<file path="config.mk">
export PLATFORM = sky130hd
export DESIGN_NAME = shift_add_multiplier
export DESIGN_NICKNAME = d
export VERILOG_FILES = /design/src/rtl/mul_pkg.sv /design/src/rtl/mul_ctrl.sv /design/src/rtl/shift_add_multiplier.sv
export SDC_FILE = /design/constraint.sdc
export NUM_CORES = 1
export LEC_CHECK = 0
export CAP_MARGIN = 40
export CORE_MARGIN = 2
export CORE_UTILIZATION = 35
export DETAILED_ROUTE_END_ITERATION = 8
export SLEW_MARGIN = 25
export SYNTH_ARGS = -nofsm -noshare
export SYNTH_HDL_FRONTEND = slang
export SYNTH_HIERARCHICAL = 1
export SYNTH_SLANG_ARGS = --single-unit
</file>
<file path="constraint.sdc">
create_clock -name clk -period 4.5 [get_ports clk]
set_input_delay 1.35 -clock clk [delete_from_list [all_inputs] [get_ports clk]]
set_output_delay 1.35 -clock clk [all_outputs]
set_load 0.01 [all_outputs]
</file>
<file path="src/rtl/mul_pkg.sv">
// Shared definitions for the shift-add multiplier: state encodings and default operand width.
package mul_pkg;

    localparam int W_DEFAULT = 4;

    typedef enum logic [1:0] {
        ST_IDLE = 2'd0,
        ST_CALC = 2'd1,
        ST_DONE = 2'd2
    } mul_state_t;

endpackage

</file>
<file path="src/rtl/mul_ctrl.sv">
// Control path of the shift-add multiplier: IDLE/CALC/DONE sequencer plus step counter.
// Status outputs are registered from the next-state decode so they line up with the state register.
module mul_ctrl
    import mul_pkg::*;
#(
    parameter int W = W_DEFAULT
) (
    input  logic clk,
    input  logic rst,
    input  logic start,
    input  logic early_last,
    output logic ready,
    output logic busy,
    output logic done,
    output logic accept,
    output logic last_step
);

    localparam int CW = (W > 1) ? $clog2(W) : 1;

    mul_state_t    state_r;
    mul_state_t    state_nx_s;
    logic [CW-1:0] cnt_r;
    logic          ready_r;
    logic          busy_r;
    logic          done_r;

    assign accept    = start & ready_r;
    assign last_step = busy_r & ((cnt_r == CW'(W - 1)) | early_last);
    assign ready     = ready_r;
    assign busy      = busy_r;
    assign done      = done_r;

    // Next-state decode
    always_comb begin
        state_nx_s = state_r;
        case (state_r)
            ST_IDLE: begin
                if (accept) begin
                    state_nx_s = ST_CALC;
                end else begin
                    state_nx_s = ST_IDLE;
                end
            end
            ST_CALC: begin
                if (last_step) begin
                    state_nx_s = ST_DONE;
                end else begin
                    state_nx_s = ST_CALC;
                end
            end
            ST_DONE: state_nx_s = ST_IDLE;
            default: state_nx_s = ST_IDLE;
        endcase
    end

    // State register, registered status flags and step counter
    always_ff @(posedge clk) begin
        if (rst) begin
            state_r <= ST_IDLE;
            cnt_r   <= {CW{1'b0}};
            ready_r <= 1'b1;
            busy_r  <= 1'b0;
            done_r  <= 1'b0;
        end else begin
            state_r <= state_nx_s;
            ready_r <= (state_nx_s == ST_IDLE);
            busy_r  <= (state_nx_s == ST_CALC);
            done_r  <= (state_nx_s == ST_DONE);
            if (accept) begin
                cnt_r <= {CW{1'b0}};
            end else if (busy_r) begin
                cnt_r <= cnt_r + CW'(1);
            end else begin
                cnt_r <= cnt_r;
            end
        end
    end

endmodule

</file>
<file path="src/rtl/shift_add_multiplier.sv">
// Sequential unsigned shift-add multiplier, one add/shift step per clock, feeding the BCD converter.
// Optional macro MUL_EARLY_TERM_EN ends the run once no multiplier bits remain set.
module shift_add_multiplier
    import mul_pkg::*;
#(
    parameter int W = W_DEFAULT
) (
    input  logic           clk,
    input  logic           rst,
    input  logic           start,
    input  logic [W-1:0]   a,
    input  logic [W-1:0]   b,
    output logic           ready,
    output logic           busy,
    output logic           done,
    output logic [2*W-1:0] product
);

    logic [2*W-1:0] mcand_r;
    logic [2*W-1:0] acc_r;
    logic [2*W-1:0] acc_nx_s;
    logic [2*W-1:0] product_r;
    logic [W-1:0]   mplier_r;
    logic           accept_s;
    logic           last_step_s;
    logic           early_s;

`ifdef MUL_EARLY_TERM_EN
    assign early_s = ((mplier_r >> 1) == {W{1'b0}});
`else
    assign early_s = 1'b0;
`endif

    mul_ctrl #(.W(W)) u_ctrl (
        .clk        (clk),
        .rst        (rst),
        .start      (start),
        .early_last (early_s),
        .ready      (ready),
        .busy       (busy),
        .done       (done),
        .accept     (accept_s),
        .last_step  (last_step_s)
    );

    // Accumulator value after the current step; the final step's value goes straight to product
    always_comb begin
        acc_nx_s = acc_r;
        if (mplier_r[0]) begin
            acc_nx_s = acc_r + mcand_r;
        end else begin
            acc_nx_s = acc_r;
        end
    end

    // Datapath registers: load on accept, shift/accumulate while calculating
    always_ff @(posedge clk) begin
        if (rst) begin
            mcand_r  <= {(2*W){1'b0}};
            mplier_r <= {W{1'b0}};
            acc_r    <= {(2*W){1'b0}};
        end else if (accept_s) begin
            mcand_r  <= {{W{1'b0}}, a};
            mplier_r <= b;
            acc_r    <= {(2*W){1'b0}};
        end else if (busy) begin
            mcand_r  <= mcand_r << 1;
            mplier_r <= mplier_r >> 1;
            acc_r    <= acc_nx_s;
        end else begin
            mcand_r  <= mcand_r;
            mplier_r <= mplier_r;
            acc_r    <= acc_r;
        end
    end

    // Product register changes only on the transition into DONE
    always_ff @(posedge clk) begin
        if (rst) begin
            product_r <= {(2*W){1'b0}};
        end else if (last_step_s) begin
            product_r <= acc_nx_s;
        end else begin
            product_r <= product_r;
        end
    end

    assign product = product_r;

endmodule

</file>
[Word-level counts from Yosys, hierarchy flattened]
Index checks and enable logic that the tools add are counted.
Cells by class
  reductions and logical operators: 4
  equal/unequal tests: 4
  muxes and demuxes: 8
  bitwise logic cells: 2
  add/sub/neg operators: 2
Operator list (count)
  4-bit 2-to-1 mux: 4
  8-bit adder: 1
  8-bit 2-to-1 mux: 1
  2-bit by 1-bit == test with 1-bit output (second input constant): 2
  2-bit == test (second input constant): 2
  2-bit logical NOT: 2
  2-bit case mux with 2 select lines: 1
  2-bit by 1-bit adder with 2-bit output (second input constant): 1
  1-bit AND: 2
  2-bit 2-to-1 mux: 1
  2-bit nonzero test: 1
  2-bit OR reduction: 1
  1-bit 2-to-1 mux: 1
Storage, ports and cells
  input port bits: 11
  register bits after elaboration: 35

[Depth between registers and ports, before layout]
  depth after elaboration: 5
  gate-level depth with buffers: 8
  depth with buffers taken out: 8

[Hierarchy]
The synthesis kept the hierarchy.
By module, submodules not included
  shift_add_multiplier: sequential area each 560.5 um^2, cells each 173, instances 1, area an instance 1460.2 um^2
  mul_ctrl: sequential area each 140.1 um^2, cells each 22, instances 1, area an instance 251.5 um^2

[Worst setup path after synthesis]
OpenSTA, ideal clock, no wires.
  kind: input-to-reg
  from: in start
  to: reg acc_r[5]
  cell stages on the path: 7
  setup time: 62 ps
  arrival: 2676 ps
  slack: 1762 ps
  buffers on the path: 3
  path through: and2_1 -> clkbuf_2 -> buf_2 -> or2_0 -> buf_2 -> or4_1 -> nand3_1
Between the ends
  longest elaborated chain between the ends: 2
RTL lines
  from (decl): RTL line shift_add_multiplier.sv:10  | input logic start,
  1-bit AND: RTL line mul_ctrl.sv:28  | assign accept = start & ready_r;
  named net accept_s: RTL line shift_add_multiplier.sv:24  | logic accept_s;
  2-bit OR reduction (no source line)
  to (signal assigned): RTL line shift_add_multiplier.sv:61  | acc_r <= {(2*W){1'b0}};
  to (signal assigned): RTL line shift_add_multiplier.sv:65  | acc_r <= {(2*W){1'b0}};
  to (signal assigned): RTL line shift_add_multiplier.sv:69  | acc_r <= acc_nx_s;
  to (decl): RTL line shift_add_multiplier.sv:20  | logic [2*W-1:0] acc_r;
The timed path passes the listed nets, and every way through them passes these cells.
A chain may end at the register's enable or synchronous reset.

[Final worst setup path]
  from: reg u_ctrl.busy_r, in the netlist u_ctrl/busy
  to: out busy
RTL lines
  from (decl): RTL line mul_ctrl.sv:25  | logic busy_r;
  from (signal assigned): RTL line mul_ctrl.sv:68  | busy_r <= (state_nx_s == ST_CALC);
  to (decl): RTL line shift_add_multiplier.sv:14  | output logic busy,
No word-level cell between the ends.

==> reports/metrics.cfg <==
[outcome]
status = completed

[synthesis]
ys_ff_latch = 35
synth_ff_type = dfxtp_1
ys_seq_area_frac = 0.409
syn-cell-area_um2 = 1710
yosysWarningCount = 6
async_flop_share = 0
synth_edf_count = 0
synth_top_cell_by_area = dfxtp_1
synth_top_area_frac = 0.409
syn_inst = 195
synthTopCellsByArea = dfxtp_1 (41%), mux2i_1 (8.8%), nor2_1 (7.2%), ha_1 (5.8%), a21oi_1 (4.7%)
ys_types = 42
syn_area_per_cell_um2 = 8.78

[sta]
hold_viol = 0
setup_viol = 0
fin_setup_tns_ns = 0
rsz0062_at_grt = false
post-route-min-period_ns = 2.84
drv_slew = 0
finalHoldWorstSlack_ns = 0.460
finClkSkew_ns = 0.00593
max_slew_margin = 0.585
clock.fmax_ghz = 0.352
worst_pin_slew_ns = 0.622
fin_crit_sh = 0.630

[layout]
postLayoutCoreUtil = 0.441
syn_to_final_growth_pct = 21.6
diodes = 0
final_nets = 234
drive_gt1_frac = 0.0605
regArea_um2 = 701
multi_input_area_um2 = 945
fillers = 472

[clock_tree]
numCtsBuffers = 5
cts-resized-gates = 0
hold_buffers = 0
clk_pin_slew_ns = 0.07
cts_buffer_depth = 2
clkLatencyLatePin_ns = 0.29
cts.sinks = 35
cts_setup_buffers = 0
htree_levels = 2
clockRootBuffer = clkbuf_8
cts_tree = done

[floorplanning]
core_um2 = 4720
die_x_um = 73.9
ios = 22
dieArea_um2 = 5470
rows = 25
dieHeight_um = 73.9
initial_core_util = 0.362

[route]
wirelength_mm = 3.27
drc = 0
viasPerCell = 4.87
via_count = 1372
dr.pass1.iters = 4
drt_iter0_drc = 100
ant_nets = 0
routedWlPerCell_um = 11.6

[power]
peakVddDrop_mv = 0.137
powerDensity_nw_per_um2 = 325
p_leak_nw = 0.781
p_total_uw = 675

[grt]
overflow = 0
grtUsageTotal = 0.141
grt_pass1_wl_mm = 5.82
grt_start_max_net_pins = 25
antenna_found_initial = 0
grt_pass1_vias = 1223

[critical_path]
worstPathRequired_ns = 3.15
crit_path_max_incr_delay_ns = 0.60
critPathSlowestCell = clkdlybuf4s50_1
cp_max_fo = 23
start_kind = flop
cp_cell_sequence = buf_4 > clkdlybuf4s50_1
endpoint_kind = output port
arrival_ns = 1.49
worstSetupPathType = reg -> out

[placement]
port_buffers = 21
dp_hpwl_mm = 2.39
gp_congestion = 0.839

[worst_hold_path]
hold_path_class = reg -> reg

[flow_run]
cap_viol_max_count = 0

-- path summary, 6_finish.rpt --
| check | from | end | slack [ns] | cells past startpoint |
|---|---|---|---|---|
| worst max-delay path | u_ctrl/busy | busy | 1.66 | 2 |
| worst min-delay path | u_ctrl/state_r[1] | u_ctrl/state_r[1] | 0.46 | 1 |
| worst max register to register | mcand_r[0] | acc_r[6] | 2.51 | 8 |
| worst min register to register | u_ctrl/state_r[1] | u_ctrl/state_r[1] | 0.46 | 1 |
-- state kept, by name (all words and copies together) (netlist names) --
name            flops
u_ctrl/state_r      2
u_ctrl/done         1
u_ctrl/cnt_r        2
u_ctrl/ready        1
mplier_r            4
acc_r               8
mcand_r             8
u_ctrl/busy         1
product             8
-- metal layers --
metal  vias to the layer above  share of wire  GRT usage
li1                        735              -          -
met1                       603           0.52      0.199
met2                        28           0.40      0.188
met3                         6          0.054     0.0488
met4                         0          0.024     0.0727
met5                         -              0          0
-- area by class of cell --
cell class,instances,share of cell area
Clock buffer,7,0.0463
Clock inverter,1,0.00361
Inverter,4,0.00722
Multi-Input combinational cell,144,0.454
Sequential cell,35,0.337
Tap cell,67,0.0403
Timing Repair Buffer,24,0.112
-- cell usage after synthesis (all sizes together), types with 2 or more instances --
cell,instances
nor3,6
ha,8
xnor2,4
a211oi,7
o211a,2
buf,6
nand2,7
nand3,3
o211ai,2
nor3b,4
dfxtp,35
inv,4
or3,2
o21ai,9
nor2,33
clkbuf,7
mux2i,15
o21a,3
a21oi,16
a31oi,2
a41oi,2
and2,2
-- critical path, delay by kind of cell (launching register included) --
kind | cells | cell delay, ns
flops | 1 | 0.31
buf+inv | 2 | 0.89
-- stage by stage --
step	cells	instance area, µm²	setup slack, ns
floorplan	196	1720	1.76
detailed placement	274	1980	1.40
global placement	274	1980	1.42
global route	282	2080	1.59
CTS	282	2080	1.64
finish	282	2080	1.66
-- cells by family (layout without fill, tap and decap cells) --
group,Yosys count,in the layout,share of synthesized area
AO/OA/AOI/OAI,51,51,0.198
AND/OR/NAND/NOR,62,62,0.166
multiplexers,15,15,0.0877
other,1,2,0.00219
adder cells (fa/ha/maj),9,9,0.0702
XOR/XNOR,5,5,0.0256
buffers and inverters,17,36,0.0409
flip-flops,35,35,0.409
-- cells in the final DEF, fill, tap and decap left out, types with 2 or more instances in the layout --
master	count
buf_4	3
and2_1	2
o21ai_0	9
inv_1	4
a21oi_1	16
nor2_1	33
o21a_1	3
a31oi_1	2
o211a_1	2
a211oi_1	7
nor3b_1	4
conb_1	2
xnor2_1	4
mux2i_1	15
clkbuf_8	7
ha_1	8
nand3_1	3
a41oi_1	2
nand2_1	7
dfxtp_1	35
clkdlybuf4s50_1	21
nor3_1	6
-- report_power, final --
| part | internal, mW | leakage (nW) | switching (mW) | total [mW] |
|---|---|---|---|---|
| combinational | 0.0445 | 0.445 | 0.0456 | 0.0901 |
| sequential | 0.324 | 0.285 | 0.0113 | 0.335 |
| clock | 0.139 | 0.0505 | 0.111 | 0.250 |
| total | 0.507 | 0.781 | 0.168 | 0.675 |
No activity file was read; power rests on OpenSTA's default activity.
